===== config.mk =====
export PLATFORM = sky130hd
export DESIGN_NAME = unified_mem_arbiter
export DESIGN_NICKNAME = d
export VERILOG_FILES = /design/src/rtl/unified_mem_arbiter.sv
export SDC_FILE = /design/constraint.sdc
export NUM_CORES = 1
export LEC_CHECK = 0
export ABC_AREA = 1
export CORE_MARGIN = 5
export CORE_UTILIZATION = 46
export DETAILED_ROUTE_END_ITERATION = 6
export PLACE_DENSITY = 0.86
export SLEW_MARGIN = 15
export SYNTH_ARGS = -nofsm -noshare
export SYNTH_HDL_FRONTEND = slang
export SYNTH_SLANG_ARGS = --single-unit

===== constraint.sdc =====
create_clock -name clk -period 4.8 [get_ports clk]
set_input_delay 0.72 -clock clk [delete_from_list [all_inputs] [get_ports clk]]
set_output_delay 0.72 -clock clk [all_outputs]
set_load 0.03 [all_outputs]

===== src/rtl/unified_mem_arbiter.sv =====
// Two-port (fetch read-only, data read/write) arbiter sharing one fixed-latency backing memory.
// Optional fetch starvation guard enabled by defining ARB_STARVE_GUARD_EN.
module unified_mem_arbiter #(
  parameter int unsigned LAT          = 2,
  parameter int unsigned WIDTH        = 16,
  parameter int unsigned STARVE_LIMIT = 4
) (
  input  logic             clk,
  input  logic             rst,
  input  logic             if_req,
  input  logic [WIDTH-1:0] if_addr,
  output logic [WIDTH-1:0] if_rdata,
  output logic             if_done,
  output logic             if_stall,
  input  logic             d_req,
  input  logic             d_wr,
  input  logic [WIDTH-1:0] d_addr,
  input  logic [WIDTH-1:0] d_wdata,
  output logic [WIDTH-1:0] d_rdata,
  output logic             d_done,
  output logic             d_stall,
  output logic             m_en,
  output logic             m_wr,
  output logic [WIDTH-1:0] m_addr,
  output logic [WIDTH-1:0] m_wdata,
  input  logic [WIDTH-1:0] m_rdata
);

  if (LAT < 1 || LAT > 15) begin : g_bad_lat
    $error("LAT must be in 1..15");
  end
  if (STARVE_LIMIT < 1 || STARVE_LIMIT > 7) begin : g_bad_limit
    $error("STARVE_LIMIT must be in 1..7");
  end

  typedef enum logic [1:0] {IDLE, ISSUE, WAIT, RESP} state_e;

  state_e           state_q, state_d;
  logic             owner_q, owner_d;
  logic             wr_q, wr_d;
  logic [WIDTH-1:0] addr_q, addr_d;
  logic [WIDTH-1:0] wdata_q, wdata_d;
  logic [3:0]       cnt_q, cnt_d;
  logic [WIDTH-1:0] if_rdata_q, if_rdata_d;
  logic [WIDTH-1:0] d_rdata_q, d_rdata_d;
  logic             pick_data;

`ifdef ARB_STARVE_GUARD_EN
  logic [2:0]       starve_q, starve_d;
`endif

  always_comb begin
    state_d    = state_q;
    owner_d    = owner_q;
    wr_d       = wr_q;
    addr_d     = addr_q;
    wdata_d    = wdata_q;
    cnt_d      = cnt_q;
    if_rdata_d = if_rdata_q;
    d_rdata_d  = d_rdata_q;
    pick_data  = d_req;
`ifdef ARB_STARVE_GUARD_EN
    starve_d   = starve_q;
`endif

    unique case (state_q)
      IDLE: begin
        if (if_req || d_req) begin
`ifdef ARB_STARVE_GUARD_EN
          // Fetch takes one tie after losing STARVE_LIMIT grants in a row.
          if (if_req && d_req && (32'(starve_q) >= STARVE_LIMIT)) begin
            pick_data = 1'b0;
          end
          if (!pick_data) begin
            starve_d = '0;
          end else if (if_req) begin
            starve_d = starve_q + 3'd1;
          end
`endif
          owner_d = pick_data;
          addr_d  = pick_data ? d_addr : if_addr;
          wr_d    = pick_data & d_wr;
          wdata_d = pick_data ? d_wdata : wdata_q;
          state_d = ISSUE;
        end
      end
      ISSUE: begin
        cnt_d   = 4'(LAT);
        state_d = WAIT;
      end
      WAIT: begin
        cnt_d = cnt_q - 4'd1;
        if (cnt_q == 4'd1) begin
          if (!wr_q) begin
            if (owner_q) d_rdata_d  = m_rdata;
            else         if_rdata_d = m_rdata;
          end
          state_d = RESP;
        end
      end
      RESP: begin
        state_d = IDLE;
      end
      default: state_d = IDLE;
    endcase
  end

  always_ff @(posedge clk or negedge rst) begin
    if (!rst) begin
      state_q    <= IDLE;
      owner_q    <= 1'b0;
      wr_q       <= 1'b0;
      addr_q     <= '0;
      wdata_q    <= '0;
      cnt_q      <= '0;
      if_rdata_q <= '0;
      d_rdata_q  <= '0;
    end else begin
      state_q    <= state_d;
      owner_q    <= owner_d;
      wr_q       <= wr_d;
      addr_q     <= addr_d;
      wdata_q    <= wdata_d;
      cnt_q      <= cnt_d;
      if_rdata_q <= if_rdata_d;
      d_rdata_q  <= d_rdata_d;
    end
  end

`ifdef ARB_STARVE_GUARD_EN
  always_ff @(posedge clk or negedge rst) begin
    if (!rst) starve_q <= '0;
    else      starve_q <= starve_d;
  end
`endif

  assign m_en     = (state_q == ISSUE);
  assign m_wr     = m_en & wr_q;
  assign m_addr   = addr_q;
  assign m_wdata  = wdata_q;
  assign if_done  = (state_q == RESP) & ~owner_q;
  assign d_done   = (state_q == RESP) & owner_q;
  assign if_rdata = if_rdata_q;
  assign d_rdata  = d_rdata_q;
  assign if_stall = if_req & ~if_done;
  assign d_stall  = d_req & ~d_done;

endmodule


* Word-level counts from Yosys, hierarchy flattened
Index checks and enable logic that the tools add are counted.
** Storage, ports and cells
- Flip-flop bits (word level) :: 72
- Input port bits :: 69
- Output and inout bits :: 70
- Word-level logic and storage cells :: 38
** Cells by class
- Add/sub/neg operators :: 1
- Eq/ne operators :: 6
- Mux-type cells :: 5
- Bitwise logic cells :: 10
- Reductions and logical operators :: 8
** Operators with widths (number)
- $mux 16 :: 1
- $pmux 2 s4 :: 1
- $pmux 4 s2 :: 1
- $reduce_and 4->1 :: 2
- $and 1x1->1 :: 6
- $eq 2x2->1 const B :: 2
- $eq 4x1->1 const B :: 1
- $mux 2 :: 2
- $ne 2x2->1 const B :: 2
- $not 1->1 :: 4
- $reduce_and 2->1 :: 2
- $sub 4x1->4 const B :: 1
- $reduce_and 3->1 :: 1
- $eq 2x1->1 const B :: 1
- $logic_not 2->1 :: 1
- $reduce_bool 2->1 :: 1
- $logic_or 1x1->1 :: 1

* Logic depth before layout (Yosys ltp)
Gate-level depths: netlist (run 1).
- Depth in word-level cells :: 4
- Gate-level depth with buffers :: 8
- Mapped depth without buffers :: 7

* Worst setup path after synthesis (run 1)
OpenSTA, ideal clock, no wires.
- Path kind :: input to output
- Start :: in d_req
- End :: out d_stall
- Arrival time :: 1.556 ns
- Required time :: 4.080 ns
- Slack :: 2.524 ns
- Stages on the path :: 4
- Cell sequence :: buf_2 > inv_2 > buf_2 > nor2_1
** On the way
- Longest elaborated chain between the ends :: 1
** Ends and longest elaborated chain
- from (decl) :: RTL line 15 : input logic d_req,
- $and 1x1->1 :: RTL line 146 : assign d_stall = d_req & ~d_done;
- to (decl) :: RTL line 21 : output logic d_stall,
Every way passes these cells.

* Final worst setup path (run 1)
Ends and elaborated chain as after synthesis.

==> results of run 1 <==
[per-stage QoR]
step                      utilization (%)  hold WS, ps
after floorplan                         -          424
after global placement               68.3          453
after detailed placement             68.3          457
after CTS                            71.1          476
after global routing                 71.1          498
final                                71.1          477
[layer usage]
metal / vias to the layer above / routed length (um) / GRT usage (%)
met5: - / 0 / 0
met4: 0 / 110 / 6.38
met3: 10 / 901 / 8.33
met2: 120 / 4360 / 35.8
met1: 1393 / 3390 / 24.0
li1: 1484 / - / -
[sequential cells by signal, indices dropped and copies added, names as in the netlist]
register  count
if_rdata     16
cnt_q         4
m_wdata      16
m_addr       16
state_q       2
wr_q          1
owner_q       1
d_rdata      16
[final cells by class]
cell class                      instances  area (um^2)  share of cell area (%)
Inverter                               31          116                    2.41
Tap cell                               96          120                    2.49
Clock inverter                          6         67.6                    1.40
Sequential cell                        72         1800                    37.3
Multi-Input combinational cell        270         1210                    25.1
Timing Repair Buffer                  139         1390                    28.7
Clock buffer                           10          128                    2.64
[cells by family after synthesis]
group	after synthesis	share of synthesized area [%]
fa+ha+maj	6	2.33
compound gates	41	6.75
flops	72	55.9
buf+inv	48	6.44
simple gates	223	28.6
[worst min path at each step]
| stage | start | slack, ps | depth (start not counted) | endpoint |
|---|---|---|---|---|
| after global placement | m_wdata[9]$_DFFE_PN0P_ | 450 | 2 | m_wdata[9]$_DFFE_PN0P_ |
| after detailed placement | if_rdata[13]$_DFFE_PN0P_ | 460 | 2 | if_rdata[13]$_DFFE_PN0P_ |
| after global routing | if_rdata[15]$_DFFE_PN0P_ | 500 | 2 | if_rdata[15]$_DFFE_PN0P_ |
| after CTS | if_rdata[13]$_DFFE_PN0P_ | 480 | 2 | if_rdata[13]$_DFFE_PN0P_ |
| final | m_wdata[2]$_DFFE_PN0P_ | 480 | 2 | m_wdata[2]$_DFFE_PN0P_ |
| after floorplan | rst | 420 | 0 | cnt_q[0]$_DFFE_PN0P_ |
[worst reg2reg max path, stage by stage, from the launching register on]
cell and delay (ps):
dfrtp_1 430, inv_1 100, ha_1 640, inv_1 200
a21oi_4 640, nand2_1 120, o21ai_1 110
[cells in the final DEF, fill, tap and decap left out, types with 2 or more instances in the layout]
master           instances
nand2_1                171
clkdlybuf4s50_1        137
dfrtp_1                 72
nand3_1                 38
o21ai_1                 28
inv_1                   27
nor2_1                   9
o21ai_0                  9
clkbuf_8                 9
ha_1                     6
inv_2                    4
a21oi_1                  2
clkinvlp_4               2
buf_4                    2
[power groups by stage]
| stage | clock [uW] | combinational, uW | sequential, uW |
|---|---|---|---|
| after detailed placement | 0 | 1590 | 1020 |
| after global routing | 506 | 1700 | 1040 |
| after CTS | 481 | 1600 | 1010 |
| after global placement | 0 | 1550 | 1010 |
| final | 471 | 1580 | 1010 |
| after floorplan | 0 | 499 | 1430 |
==> metrics.md, run 1 <==
| Metric | Value |
|---|---|
| Clock Skew | `between 10 and 15 ps` |
| Dpl hpwl | `6.59 mm` |
| Fin crit period | `slightly below 3000 ps` |
| Clock Power Share | `between 15 and 20%` |
| CP Cell Sequence | `clkdlybuf4s50_1 -> inv_2 -> nor2_1 -> clkdlybuf4s50_1` |
| Reg2Reg Launch Point | `state_q[0]$_DFFE_PN0P_` |
| Power Total | `3060 uW` |
| Pleak | `0.00221 uW` |
| Largest net degree at the start of global routing | `between 70 and 80` |
| Yosys cell types | `22` |
| Post-DRT Antenna Nets | `0` |
| Clock edge transition at the registers on the reported setup and hold paths | `80 ps` |
| Power share of the combinational group | `a little over 50%` |
| Synth area leader | `dfrtp_1` |
| Top cells by count, synth | `nand2_1 (171), dfrtp_1 (72), nand3_1 (38), o21ai_1 (28), inv_1 (27)` |
| Delay-heaviest family, CP | `buffers and inverters` |
| Critical path origin | `d_req` |
| Wirelength per Cell | `14.0 um` |
| Status | `finished clean` |
| H-tree depth | `3` |
| Crit path to | `d_stall` |
| Latest clock arrival within the worst-skew pair | `340 ps` |
| Slew Limit Fails | `0` |
| Initial drt markers | `100` |
| Worst hold path type | `flip-flop to flip-flop` |
| CP Depth | `4` |
| GRT overflow | `0` |
| Type of origin of the critical path | `input port` |
| Hold Buf Count CTS | `0` |
| Post_cts resized | `0` |
| Worst slack, placed | `1900 ps` |
| Syn Area/Cell | `8.26 um^2` |
| RSZ-0062 raised after global routing | `false` |
| Number of flops mapped to enable cells by yosys | `0` |
| Initial core utilization | `47.4%` |
| Period utilization | `60.4%` |
| Seq cells post-synth | `72` |
| Critical path arrival | `2180 ps` |
| Mapped cell area | `3220 um^2` |
| CTS Sinks | `72` |
| Sum Neg Setup Slack | `0 ps` |
| Final Instance Area | `roughly 4800 um^2` |
| Die Y | `93.7 um` |
| Die width | `93.7 um` |
| R2r setup slk | `2480 ps` |
| Buf/Inv on CP | `3` |
| Row count | `30` |
| Ant. Diodes | `0` |
| Worst setup margin | `1900 ps` |
| Die area | `8780 um^2` |
| Peak supply drop | `between 0.3 and 0.4 mV` |
| PD cells | `632 nW/um^2` |
| Fill cells | `566` |
| Synth async-reset ratio | `100%` |
| Critical Path Most Common Cell | `clkdlybuf4s50_1` |
| Fraction of layout cells with a size suffix above 1 | `5.11%` |
| Cells after Synth | `390` |
| Net count after synthesis | `approximately 470` |
| Yosys Warn Count | `0` |
| Slowest stage delay, CP | `680 ps` |
| PortBufs | `138` |
| Clock root cell | `clkbuf_8` |
| Sw frac | `44.2%` |
| Most numerous cell in the Yosys netlist | `nand2_1` |
| Vias in the first global route | `just over 3k` |
| Antenna violations before repair | `0` |
| Vias | `3007` |
| Inst Count DP | `608` |
| DRC | `0` |
| Reg2reg end | `m_addr[6]$_DFFE_PN0P_` |
| Crit. End Element | `output pin` |
| TritonCTS clock tree | `built` |
| WL final | `8.77 mm` |
| Pre-Repair DR Iteration Count | `4` |
| # setup viols final | `0` |
| Fin nets | `598` |
| Reg power frac | `32.9%` |
| Fmax | `0.345 GHz` |
| Top cells by area, synth | `dfrtp_1 (56%), nand2_1 (20%), nand3_1 (5.9%)` |
| Number of max-cap violations | `0` |
| Core Area | `6790 um^2` |
| Vias per std cell | `around 4.8` |
| Crit Path Class | `input port to output pin` |
| Register-to-Register Path Depth | `6` |
| First-pass GRT wire length | `between 10 and 15 mm` |
| CTS Buf Count | `9` |
| Sequential share of the synthesized area | `55.9%` |
| Slew @ Worst Pin | `870 ps` |
| Final Hold Viols | `0` |
| Area growth, synth to finish | `50.0%` |
| Critical-path top delay cell | `clkdlybuf4s50_1` |
| Net Switching | `approximately 1300 uW` |
| Yosys top cell area share | `55.9%` |
| Setup bufs post-CTS | `0` |
| Internal Dissipation | `around 1700 uW` |
| Placed cell area | `~4600 um^2` |
| Final non-filler cell total | `624` |
| Critical Path Fanout Max | `19` |
| Clock Tree Buf Depth | `2` |
| Max transition margin | `42.0%` |
| Critical Path RT | `4080 ps` |
| Most used DFF post-synth | `dfrtp_1` |
| Top-Level Pins | `139` |
| GRT Total Usage | `roughly a fifth` |
| GPL Wtd Cong | `0.810` |
Note: power is estimated with default switching activity, not from simulation.
==> inputs of run 2 (changes only) <==
Settings changed: CORE_UTILIZATION 46 to 38, PLACE_DENSITY 0.86 to 0.76.
Clock period 4.8 ns to 2.41 ns, I/O delays scaled along.
==> metrics.md, run 2 (synthesis gave the netlist of run 1 again) <==
| Metric | Value |
|---|---|
| PortBufs | `138 (unchanged)` |
| Fraction of layout cells with a size suffix above 1 | `6.37% (+1.3 points)` |
| WL final | `9.07 mm (+3.4%)` |
| Max transition margin | `63.5% (+21 points)` |
| Die width | `102 um (+9.0%)` |
| RSZ-0062 raised after global routing | `false` |
| Vias in the first global route | `3113 (+0.48%)` |
| Post-DRT Antenna Nets | `0 (unchanged)` |
| Clock root cell | `clkbuf_8` |
| Pleak | `0.00225 uW (+2.0%)` |
| Critical-path top delay cell | `clkdlybuf4s50_1` |
| Crit Path Class | `flip-flop to output pin` |
| PD cells | `1250 nW/um^2 (+97%)` |
| Die area | `10400 um^2 (+19%)` |
| Initial drt markers | `118 (+18%)` |
| Period utilization | `92.4%` |
| Most frequent cells in the layout | `nand2_1 (171), clkdlybuf4s50_1 (136), dfrtp_1 (72)` |
| Largest net degree at the start of global routing | `42 (-42%)` |
| Final non-filler cell total | `639 (+2.4%)` |
| Core Area | `8260 um^2 (+22%)` |
| Initial core utilization | `39.0% (-8.4 points)` |
| Wirelength per Cell | `14.2 um (+0.98%)` |
| Power Total | `6110 uW (+100%)` |
| Dpl hpwl | `6.96 mm (+5.6%)` |
| Critical path arrival | `1870 ps (-310 ps)` |
| Crit. End Element | `output pin` |
| Met1 WL | `4.08 mm (+20%)` |
| Top routing layer used | `met4` |
| Critical Path Most Common Cell | `nor2_1` |
| Ant. Diodes | `0 (unchanged)` |
| Buf/Inv on CP | `2 (-1)` |
| Clock Skew | `6.34 ps (-5.28 ps)` |
| Placed cell area | `4710 um^2 (+1.6%)` |
| Post_cts resized | `0 (unchanged)` |
| Final Hold Viols | `0 (unchanged)` |
| DRC | `0 (unchanged)` |
| H-tree depth | `3 (unchanged)` |
| Sum Neg Setup Slack | `0 ps (unchanged)` |
| CTS Buf Count | `9 (unchanged)` |
| # setup viols final | `0 (unchanged)` |
| Worst slack, placed | `365 ps (-1540 ps)` |
| Peak supply drop | `0.628 mV (+82%)` |
| Final Instance Area | `4900 um^2 (+1.3%)` |
| Number of max-cap violations | `0 (unchanged)` |
| Pre-Repair DR Iteration Count | `4 (unchanged)` |
| R2r setup slk | `650 ps (-1830 ps)` |
| Area growth, synth to finish | `52.0%` |
| Setup bufs post-CTS | `0 (unchanged)` |
| GRT Total Usage | `18.5% (-2.5 points)` |
| First-pass GRT wire length | `15.1 mm (+4.1%)` |
| CP Cell Sequence | `ha_1 -> inv_1 -> nor2_1 -> nor2_1 -> clkdlybuf4s50_1` |
| Type of origin of the critical path | `flip-flop` |
| Slew @ Worst Pin | `546 ps (-323 ps)` |
| Top-Level Pins | `139 (unchanged)` |
| Die Y | `102 um (+9.0%)` |
| WL met2 | `3.82 mm (-12%)` |
| Fmax | `0.449 GHz` |
| Latest clock arrival within the worst-skew pair | `330 ps (about the same)` |
| Fin nets | `605 (+1.2%)` |
| Row count | `33 (+10%)` |
| Worst hold path type | `input port to asynchronous set/reset pin` |
| Clock edge transition at the registers on the reported setup and hold paths | `70 ps (about the same)` |
| Fin crit period | `2230 ps` |
| GPL Wtd Cong | `0.808 (-0.26%)` |
| Delay-heaviest family, CP | `buffers and inverters` |
| Wire length on met3 | `1.07 mm (+19%)` |
| Most common cell after layout, fill and taps aside | `nand2_1` |
| Critical Path RT | `2050 ps (-2030 ps)` |
| Vias | `3050 (+1.4%)` |
| TritonCTS clock tree | `built` |
| Slowest stage delay, CP | `680 ps (about the same)` |
| Slew Limit Fails | `0 (unchanged)` |
| Status | `finished clean` |
| Hold Buf Count CTS | `0 (unchanged)` |
| CTS Sinks | `72 (unchanged)` |
| Inst Count DP | `624 (+2.6%)` |
| Vias per std cell | `4.77 (-0.95%)` |
| Antenna violations before repair | `0 (unchanged)` |
| Clock Tree Buf Depth | `2 (unchanged)` |
| Critical Path Fanout Max | `4 (-15)` |
| Worst setup margin | `183 ps (-1720 ps)` |
| GRT overflow | `0 (unchanged)` |
-- run 2: cell types whose count changed in the layout (fill, tap and decap cells not counted), sizes merged --
cell and change:
clkdlybuf4s50 -1, inv -1, clkbuf +1, clkinvlp -2, clkinv +1, buf +8
-- run 2: worst paths after layout --
check / from / to / cells past startpoint
max in group asynchronous: rst / d_rdata[3]$_DFFE_PN0P_ / 2
max reg2reg: state_q[0]$_DFFE_PN0P_ / d_rdata[11]$_DFFE_PN0P_ / 6
min in group clk: m_wdata[8]$_DFFE_PN0P_ / m_wdata[8]$_DFFE_PN0P_ / 2
min: rst / d_rdata[14]$_DFFE_PN0P_ / 1
max: state_q[0]$_DFFE_PN0P_ / if_stall / 5
min reg2reg: m_wdata[8]$_DFFE_PN0P_ / m_wdata[8]$_DFFE_PN0P_ / 2
-- run 2: through the flow --
step | hold slack (ps) | util [%]
after floorplan | 65.9 | -
after global placement | 375 | 57.1
after detailed placement | 387 | 57.1
after CTS | 17.6 | 59.3
after global routing | 59.2 | 59.3
final | 13.3 | 59.3
-- run 2: metal layers --
metal,up-vias,global-route usage (%)
met5,-,0
met4,0,6.05
met3,6,7.58
met2,132,26.7
met1,1416,25.3
li1,1496,-
-- run 2: worst register-to-register path: cells and delay by family (launching register included) --
kind,cells,cell delay (ps)
buffers and inverters,1,100
AND/OR/NAND/NOR,4,880
flip-flops,1,420
adder cells (fa/ha/maj),1,310
-- run 2: power breakdown --
part | switching [uW] | internal, uW
clock network | 420 | 496
logic | 1930 | 1250
registers | 318 | 1700
total | 2660 | 3450
-- run 2: area by class of cell --
class	count	area, um^2
fill	754	3360
timing repair buffer	146	1450
multi-input combinational	270	1210
tap	105	131
clock buffer	11	141
sequential	72	1800
inverter	31	116
clock inverter	4	45.0
==> RTL change 1: new RTL, flow settings as in run 2 <==
The 4 states of `state_e` get a one-hot encoding in 4 bits.
--- a/src/rtl/unified_mem_arbiter.sv
+++ b/src/rtl/unified_mem_arbiter.sv
@@ -34,5 +34,5 @@
   end
 
-  typedef enum logic [1:0] {IDLE, ISSUE, WAIT, RESP} state_e;
+  typedef enum logic [3:0] {IDLE = 4'b0001, ISSUE = 4'b0010, WAIT = 4'b0100, RESP = 4'b1000} state_e;
 
   state_e           state_q, state_d;
Function: same outputs for any inputs over 10 cycles, from zero or initial values and one cycle with rst low; not proved beyond that.
==> RTL change 1 against run 2 <==
- utilization down 1.5 points
- wire length down 5.6%
- sequential cell count is 2 higher
- combinational power shrank 7.2%
- cell area grew 2.4%
- hold slack gained 0.14 ns
- area after synthesis grew 4.2%
- setup slack worse by 0.080 ns
- die area increased by 3.7%
- synthesized cell count down 6.4%
- clock power grew 30%
- power rose by 0.49%
- first-iteration DRC count is 12% higher
- critical path type unchanged
- largest power group unchanged
==> RTL change 1: results (changes against run 2) <==
* Status: finished, final reports clean
* R2r setup slk at 0.71 ns (+0.06 ns)
* Critical path data arrival time at 1.95 ns (+0.08 ns)
* Worst Tran Pin Value at 0.927 ns (+0.381 ns)
* Critical Path Start: state_q[1]
* Largest stage delay on the critical path at 0.61 ns (-0.07 ns)
* Worst r2r src: cnt_q[1]
* Placed Instances at 596 (-4.5%)
* Met2 WL at 4.11 mm (+7.6%)
* Vias in the first global route at 2942 (-5.5%)
* Pleak at 2.27 nW (+0.88%)
* First-pass GRT wire length at 14.5 mm (-4.1%)
* R2r worst-path depth at 7 (+1)
* Total track usage at 16.0% (-2.5 points)
* Average size of a mapped cell at 9.20 µm² (+11%)
* Via Count at 2956 (-3.1%)
* Metal1 wirelength at 3.56 mm (-13%)
* Place WS at 0.337 ns (-0.0276 ns)
* Clock Skews at 0.00804 ns (+0.00171 ns)
* DRT iter0 DRCs at 132 (+12%)
* Sequential share of the synthesized area at 55.2% (-0.70 points)
* Nets at 570 (-5.8%)
* Synth top cells by count: 105 x nand2_1, 73 x dfrtp_1, 32 x nand4_1
* Max VDD drop at 0.646 mV (+2.9%)
* Worst reg2reg endpoint: d_rdata[1]
* Layout fillers at 765 (+1.5%)
* Largest net degree at the start of global routing at 75 (+79%)
* Placed inst area at 4760 µm² (+1.1%)
* Setup ws final at 0.103 ns (-0.0799 ns)
* Synth top area cells: dfrtp_1 54%, nand2_1 12%, nand4_1 6.0%
* GPL Wtd Cong at 0.804 (-0.52%)
* Met3 WL post-DR at 821 µm (-23%)
* DR WL/cell at 14.0 µm (-1.4%)
* Share of layout cells above drive strength 1 at 11.7% (+5.3 points)
* DRT Wirelength at 8.56 mm (-5.6%)
* Final HPWL DP at 6.25 mm (-10%)
==> RTL change 1: worst min-delay path by stage <==
stage                   endpoint  slack (ns)  depth (start not counted)
CTS                  m_wdata[10]        0.18                          1
finish               m_wdata[10]        0.15                          1
detailed placement    d_rdata[7]        0.46                          2
global route         m_wdata[10]        0.23                          1
global placement    if_rdata[13]        0.46                          2
floorplan               cnt_q[0]        0.07                          0
==> RTL change 1: layout make-up <==
cell class	count	area (µm²)	area share, %
inverters	32	120	2.39
clock buffers	12	155	3.09
repair buffers	141	1400	27.9
clock inverters	4	97.6	1.95
flip-flops and latches	74	1850	36.9
multi-input cells	241	1250	25.0
well taps	108	135	2.69
==> RTL change 1: routing by layer <==
layer	vias to the layer above	track usage, %
met2	120	25.7
met1	1362	19.8
met5	-	0
li1	1466	-
met3	8	6.58
met4	0	4.53
==> RTL change 1: power by group <==
group | total (W) | internal [W] | switching [W]
registers | 0.00200 | 0.00172 | 0.000281
clock network | 0.00119 | 0.000745 | 0.000449
logic | 0.00295 | 0.00114 | 0.00181
total | 0.00614 | 0.00360 | 0.00254
==> RTL change 1: repair_timing <==
| item | CTS | global route |
|---|---|---|
| resized for setup | 1 | 1 |
| setup endpoints to repair | 1 | 1 |
| cloned | 0 | 0 |
==> RTL change 1: cells by family (layout without fill, tap and decap cells) <==
logic type	Yosys count	count (layout)	share of synthesized area [%]
flops	74	74	55.2
xor+xnor	1	1	0.261
buf+inv	50	189	7.42
fa+ha+maj	2	2	0.745
simple gates	181	181	27.1
compound gates	57	57	9.28
==> RTL change 1: worst max-delay path: cells and delay by family, from the launching register on <==
kind                   cells  cell delay (ns)
AO/OA/AOI/OAI              1             0.20
buffers and inverters      2             0.68
flip-flops                 1             0.44
AND/OR/NAND/NOR            2             0.30
==> RTL change 2: new RTL, config.mk and constraints of run 2 <==
Without the edit above. `WIDTH`: 16 -> 32.
--- a/src/rtl/unified_mem_arbiter.sv
+++ b/src/rtl/unified_mem_arbiter.sv
@@ -3,5 +3,5 @@
 module unified_mem_arbiter #(
   parameter int unsigned LAT          = 2,
-  parameter int unsigned WIDTH        = 16,
+  parameter int unsigned WIDTH        = 32,
   parameter int unsigned STARVE_LIMIT = 4
 ) (
Interface: changed (8 resized); port bits go from 139 to 267. The function was not compared with the original's and may differ.
==> RTL change 2 against run 2 <==
- power increased by 100%
- wire length grew 100%
- area after synthesis grew 83%
- first-iteration DRC count rose to 2.5 times the old value
- utilization rose by 2.3 points
- cell area up 91%
- die area is 74% higher
- sequential cell count is 64 higher
- setup slack lost 0.073 ns
==> RTL change 2: results (changes against run 2) <==
* Status: finished, final reports clean
* Place WS at 0.290 ns (-0.0754 ns)
* R2r setup slk at 0.70 ns (+0.05 ns)
* CTS buffer count at 17 (+8)
* Cell Count, Final, Fillers Out at 1178 (+84%)
* Syn Nets at 859 (+85%)
* Synth top area cells: dfrtp_1 58%, nand2_1 21%, nand3_1 5.9%
* Worst reg2reg endpoint: if_rdata[5]
* Port Buffers at 266 (+93%)
* Vias in the first global route at 5413 (+74%)
* Comb pwr share at 47.7% (-4.2 points)
* R2r worst-path depth at 7 (+1)
* CTS Hold Bufs at 1 (+1)
* Pleak at 4.27 nW (+89%)
* Total track usage at 19.9% (+1.5 points)
* GPL Wtd Cong at 0.810 (+0.27%)
* Net Sw Power at 0.00508 W (+90%)
* Synth top cells by count: 333 x nand2_1, 136 x dfrtp_1, 70 x nand3_1
* Routed vias/inst at 4.65 (-2.5%)
* Clock Skews at 0.00666 ns (+0.000321 ns)
* Max VDD drop at 0.964 mV (+53%)
* DRT iter0 DRCs at 298 (+150%)
* Final HPWL DP at 12.9 mm (+85%)
* H-tree depth at 4 (+1)
* Clock Latency Late Sink at 0.40 ns (+0.07 ns)
* First-pass DRT Iterations at 6 (+2)
* Placed inst area at 8740 µm² (+86%)
* Max_slew headroom at 56.2% (-7.3 points)
* CTS Root Cell: clkbuf_16
RTL change 2: layout make-up:
type | count | area, µm²
clock buffer | 21 | 470
clock inverter | 11 | 146
fill | 1328 | 5830
inverter | 47 | 176
multi-input combinational | 494 | 2130
sequential | 136 | 3400
tap | 188 | 235
timing repair buffer | 281 | 2810
RTL change 2: routing by layer:
metal	GRT usage (%)	share of wire, %
met1	24.7	42
met2	33.2	49
met5	0	0
met3	7.27	8.6
met4	5.26	0.68
RTL change 2: worst max-delay path by stage:
stage	to	cells after the start	startpoint	slack, ns
finish	d_stall	5	state_q[0]	0.11
global route	d_stall	5	state_q[0]	0.003
CTS	d_stall	5	state_q[0]	0.08
detailed placement	if_stall	4	if_req	0.29
global placement	if_stall	4	if_req	0.29
floorplan	if_stall	4	state_q[0]	0.77
RTL change 2: logic make-up after synthesis:
group | after synthesis | share of synthesized area (%)
compound gates | 71 | 6.10
fa+ha+maj | 6 | 1.27
buf+inv | 90 | 6.48
flops | 136 | 57.6
simple gates | 417 | 28.5
